<file path="src/rtl/periph_bus_pkg.sv">
// Peripheral bus master shared types.
// Access sizes, FSM states and request checks.
package periph_bus_pkg;

  localparam int WIN_BITS_DEF = 22;

  typedef enum logic [1:0] {
    SZ_B = 2'd0,
    SZ_H = 2'd1,
    SZ_W = 2'd2,
    SZ_X = 2'd3
  } size_e;

  typedef enum logic [1:0] {
    ST_IDLE,
    ST_READ,
    ST_WRITE,
    ST_RESP
  } state_e;

  function automatic logic bad_align(
    input size_e      sz,
    input logic [1:0] lo
  );
    return (sz == SZ_X)
        || (sz == SZ_H && lo[0])
        || (sz == SZ_W && lo != 2'b00);
  endfunction

endpackage

</file>
<file path="src/rtl/periph_lane_align.sv">
// Byte/half lane extract for loads and merge for stores.
// Purely combinational; lane chosen by the low address bits.
module periph_lane_align
  import periph_bus_pkg::*;
(
  input  size_e       size,
  input  logic        uns,
  input  logic [1:0]  lo,
  input  logic [31:0] rdata,
  input  logic [15:0] wdata,
  output logic [31:0] ldata,
  output logic [31:0] mdata
);

  logic [7:0]  byte_v;
  logic [15:0] half_v;

  // pick the addressed lane, extend it, and splice store data in
  always_comb begin
    byte_v = rdata[{lo, 3'b000} +: 8];
    half_v = rdata[{lo[1], 4'b0000} +: 16];
    ldata  = rdata;
    mdata  = rdata;
    unique case (1'b1)
      size == SZ_B: begin
        ldata = {{24{~uns & byte_v[7]}}, byte_v};
        mdata[{lo, 3'b000} +: 8] = wdata[7:0];
      end
      size == SZ_H: begin
        ldata = {{16{~uns & half_v[15]}}, half_v};
        mdata[{lo[1], 4'b0000} +: 16] = wdata;
      end
      default: begin
        ldata = rdata;
        mdata = rdata;
      end
    endcase
  end

endmodule

</file>
<file path="src/rtl/periph_bus_master.sv">
// Core load/store to peripheral word bus initiator.
// Sub-word stores are done as read-modify-write.
module periph_bus_master
  import periph_bus_pkg::*;
#(
  parameter int WIN_BITS = WIN_BITS_DEF
) (
  input  logic        clk,
  input  logic        rst,
  input  logic        req_valid,
  output logic        req_ready,
  input  logic        req_we,
  input  logic [1:0]  req_size,
  input  logic        req_uns,
  input  logic [31:0] req_addr,
  input  logic [31:0] req_wdata,
  output logic        resp_valid,
  output logic        resp_err,
  output logic [31:0] resp_rdata,
  output logic [31:0] bus_addr,
  output logic        bus_wr,
  output logic [31:0] bus_wdata,
  input  logic [31:0] bus_rdata
);

  state_e      state;
  size_e       size_q;
  logic        we_q;
  logic        uns_q;
  logic [1:0]  lo_q;
  logic [15:0] wdata_q;
  logic [31:0] ldata;
  logic [31:0] mdata;
  logic        out_win;
  logic        bad;

  assign out_win = (req_addr >> (WIN_BITS + 2)) != 32'd0;
  assign bad = out_win
            || bad_align(size_e'(req_size), req_addr[1:0]);

  periph_lane_align u_align (
    .size  (size_q),
    .uns   (uns_q),
    .lo    (lo_q),
    .rdata (bus_rdata),
    .wdata (wdata_q),
    .ldata (ldata),
    .mdata (mdata)
  );

  // request FSM with registered bus and response outputs
  always_ff @(posedge clk) begin
    if (!rst) begin
      state      <= ST_IDLE;
      req_ready  <= 1'b0;
      resp_valid <= 1'b0;
      resp_err   <= 1'b0;
      resp_rdata <= '0;
      bus_addr   <= '0;
      bus_wr     <= 1'b0;
      bus_wdata  <= '0;
    end else begin
      resp_valid <= 1'b0;
      resp_err   <= 1'b0;
      resp_rdata <= '0;
      bus_wr     <= 1'b0;
      unique case (state)
        ST_IDLE: begin
          req_ready <= 1'b1;
          bus_addr  <= '0;
          bus_wdata <= '0;
          if (req_valid && req_ready) begin
            req_ready <= 1'b0;
            we_q      <= req_we;
            size_q    <= size_e'(req_size);
            uns_q     <= req_uns;
            lo_q      <= req_addr[1:0];
            wdata_q   <= req_wdata[15:0];
            if (bad) begin
              state      <= ST_RESP;
              resp_valid <= 1'b1;
              resp_err   <= 1'b1;
            end else if (req_we && req_size == SZ_W) begin
              state     <= ST_WRITE;
              bus_addr  <= {2'b00, req_addr[31:2]};
              bus_wr    <= 1'b1;
              bus_wdata <= req_wdata;
            end else begin
              state    <= ST_READ;
              bus_addr <= {2'b00, req_addr[31:2]};
            end
          end
        end
        ST_READ: begin
          if (we_q) begin
            state     <= ST_WRITE;
            bus_wr    <= 1'b1;
            bus_wdata <= mdata;
          end else begin
            state      <= ST_RESP;
            resp_valid <= 1'b1;
            resp_rdata <= ldata;
            bus_addr   <= '0;
          end
        end
        ST_WRITE: begin
          state      <= ST_RESP;
          resp_valid <= 1'b1;
          bus_addr   <= '0;
          bus_wdata  <= '0;
        end
        ST_RESP: begin
          state     <= ST_IDLE;
          req_ready <= 1'b1;
        end
      endcase
    end
  end

endmodule

</file>
<file path="config.mk">
export PLATFORM = sky130hd
export DESIGN_NAME = periph_bus_master
export DESIGN_NICKNAME = d
export VERILOG_FILES = /design/src/rtl/periph_bus_pkg.sv /design/src/rtl/periph_lane_align.sv /design/src/rtl/periph_bus_master.sv
export SDC_FILE = /design/constraint.sdc
export NUM_CORES = 1
export LEC_CHECK = 0
export CAP_MARGIN = 5
export CORE_MARGIN = 5
export CORE_UTILIZATION = 37
export CTS_CLUSTER_SIZE = 16
export DETAILED_ROUTE_END_ITERATION = 10
export PLACE_DENSITY_LB_ADDON = 0.08
export SLEW_MARGIN = 20
export SYNTH_ARGS = -nofsm -noshare
export SYNTH_HDL_FRONTEND = slang
export SYNTH_HIERARCHICAL = 1
export SYNTH_SLANG_ARGS = --single-unit
</file>
<file path="constraint.sdc">
create_clock -name clk -period 2.95 [get_ports clk]
set_input_delay 0.59 -clock clk [delete_from_list [all_inputs] [get_ports clk]]
set_output_delay 0.59 -clock clk [all_outputs]
set_load 0.02 [all_outputs]
</file>
==> metrics.yaml <==
clkTransAtPathRegs_ns: 0.06
drv_slew: 0
io_pins: 203
status: "finished, final reports clean"
synth_ff_type: "dfxtp_1"
synth-simple-area-share: 0.236
worstSetupEndpointType: "flip-flop"
power_mw: 5.99
whs_endpoint: "bus_addr[23]$_SDFFE_PN0P_"
leakagePower_nw: 3.30
startpoint: "lo_q[1]$_DFFE_PP_"
synthMuxAreaShare: 0.0150
finalHoldViolCount: 0
wl_um: 21800
yosysSeqAreaShare: 0.416
place_hpwl_um: 15900
p_per_area_nw_per_um2: 655
synth-compound-area-share: 0.245
clock-sinks: 122
grt_pass1_wl_um: 33700
vias_per_cell: 5.77
drc: 0
cp_num_buf_inv: 2
numCtsBuffers: 17
critPathMostFrequentCell: "a221oi_1"
fmax_mhz: 437
ys_ff_latch: 122
worstPathMaxFanout: 14
rrSetupSlack_ns: 0.66
cts_tree: "done"
min_period_over_period: 0.776
coreArea_um2: 17100
path_delay_family: "compound AO/OA/AOI/OAI gates"
required_ns: 3.29
worstHoldPathType: "flip-flop to flip-flop"
critPathSlowestCell: "edfxtp_1"
drive_above_1_share: 0.0893
syn-cell-area_um2: 6410
place.gp.congestion: 0.897
synth-xor-area-share: 0
max-slew-margin-rel: 0.355
min_period_ns: 2.29
yosys.cell_types.count: 63
tns_ns: 0
grt-ovfl-total: 0
dr.pass1.iters: 6
grt_start_max_net_pins: 100
setup_violations: 0
worstHoldPathCells: 1
num_vias: 6334
synth_fa_ha_area_frac: 0.0176
cts_buffer_depth: 2
h-tree-depth: 4
ys_warn_count: 6
ys_async_sr_fraction: 0
areaGrowthSynthToFinish_pct: 42.6
regToRegEndpoint: "bus_wdata[6]$_SDFFE_PN0P_"
antenna_cells: 0
start_util: 0.374
min_from: "bus_addr[23]$_SDFFE_PN0P_"
hold_buffers: 0
track_usage: 0.212
criticalPathCategory: "flip-flop to flip-flop"
synth_edf_count: 22
antenna_found_initial: 1
synth_top_family_by_area: "compound AO/OA/AOI/OAI gates"
r2r_start: "lo_q[1]$_DFFE_PP_"
tightestPinTransition_ns: 0.967
cts_setup_buffers: 0
drtIter0Drc: 632
wl_per_cell_um: 19.9
rows: 48
cts-root-buf: "clkbuf_16"
numPortBuffers: 200
cp.depth: 8
die_x_um: 142
avgSynthCellArea_um2: 9.19
mostFrequentLayoutCell: "clkdlybuf4s50_1"
cp-start-kind: "flip-flop"
nets: 972
grt_pass1_vias: 6153
cap_violations: 0
rsz0062_at_grt: "false"
die_h_um: 142
detail-route-antenna-nets: 0
die_area_um2: 20000
path_cells: "inv_1, buf_4, ha_1, nor4bb_1, a221oi_1, a221oi_1, nand2_1, a31oi_1"
max_stage_delay_ns: 0.43
clk_latency_ns: 0.42
crit_arrival_ns: 2.63
cts.repair.resized: 0
ir_worst_vdd_mv: 0.362
synthCells: 697
final_cell_mix: "clkdlybuf4s50_1, dfxtp_1, nand2_1"
fin_skew_ns: 0.00656
rr_worst_depth: 8
registers in the layout (all words and copies together), names as in the netlist:
| signal | count |
|---|---|
| state | 2 |
| lo_q | 2 |
| we_q | 1 |
| resp_err | 1 |
| bus_wdata | 32 |
| resp_valid | 1 |
| wdata_q | 16 |
| uns_q | 1 |
| req_ready | 1 |
| size_q | 2 |
| resp_rdata | 32 |
| bus_wr | 1 |
| bus_addr | 30 |
through the flow:
stage | hold WS [ns] | utilization | instances | setup WS (ns) | cell area [um^2]
4_1_cts | 0.482 | 0.534 | 1098 | 0.661 | 9140
2_1_floorplan | 0.509 | - | 698 | 0.649 | 6410
6_report | 0.481 | 0.534 | 1098 | 0.660 | 9140
3_3_place_gp | 0.466 | 0.494 | 1066 | 0.584 | 8460
3_5_place_dp | 0.470 | 0.494 | 1066 | 0.532 | 8460
5_1_grt | 0.501 | 0.534 | 1098 | 0.511 | 9140
Yosys cell counts, types with 15 or more instances:
cell      instances  share of area
o21ai_1          28          0.022
dfxtp_1         100           0.31
a31oi_1          33          0.032
buf_2            22          0.017
nand4_1          32          0.031
a32oi_1          29          0.040
o211ai_1         19          0.022
nand2_1          66          0.039
o21ai_0          15          0.012
a221o_1          29          0.045
edfxtp_1         22           0.10
a21oi_1          31          0.024
clkbuf_1         38          0.022
nand2b_1         16          0.016
and3_1           42          0.041
nor2b_1          26          0.025
power breakdown:
part	leakage (nW)	switching, mW	internal (mW)
Clock	0.334	0.790	1.54
Sequential	1.01	0.125	1.90
Combinational	1.96	0.939	0.701
Total	3.30	1.85	4.13
logic make-up (layout without fill, tap and decap cells):
group                    after synthesis  in the layout
buffers and inverters                 86            261
AND/OR/NAND/NOR                      252            252
AO/OA/AOI/OAI                        218            218
flip-flops                           122            122
other                                  1              2
multiplexers                           9              9
adder cells (fa/ha/maj)                9              9
worst max-delay path by stage:
stage,to
final,bus_wdata[6]$_SDFFE_PN0P_
after global routing,bus_wdata[2]$_SDFFE_PN0P_
after CTS,bus_wdata[6]$_SDFFE_PN0P_
after detailed placement,resp_rdata[20]$_SDFF_PP0_
after global placement,resp_rdata[26]$_SDFF_PP0_
after floorplan,bus_wdata[6]$_SDFFE_PN0P_
worst register-to-register path, cell delays in order (launching register included):
cell,delay (ns)
edfxtp_1,0.43
inv_1,0.10
buf_4,0.21
ha_1,0.33
nor4bb_1,0.41
a221oi_1,0.17
a221oi_1,0.33
nand2_1,0.09
a31oi_1,0.16
layer usage:
metal / track usage / vias to the layer above / routed length (um)
met5: 0 / - / 13
met4: 0.0657 / 2 / 450
met3: 0.0782 / 36 / 2100
met2: 0.321 / 301 / 9660
met1: 0.283 / 3013 / 9580
li1: - / 2982 / -
cell type report:
type	count	area (um^2)
tap	225	282
clock inverter	10	146
fill	1605	7980
multi-input combinational	490	3300
sequential	122	2660
timing repair buffer	219	2180
inverter	10	37.5
clock buffer	22	528
(Power assumes the default switching activity.)
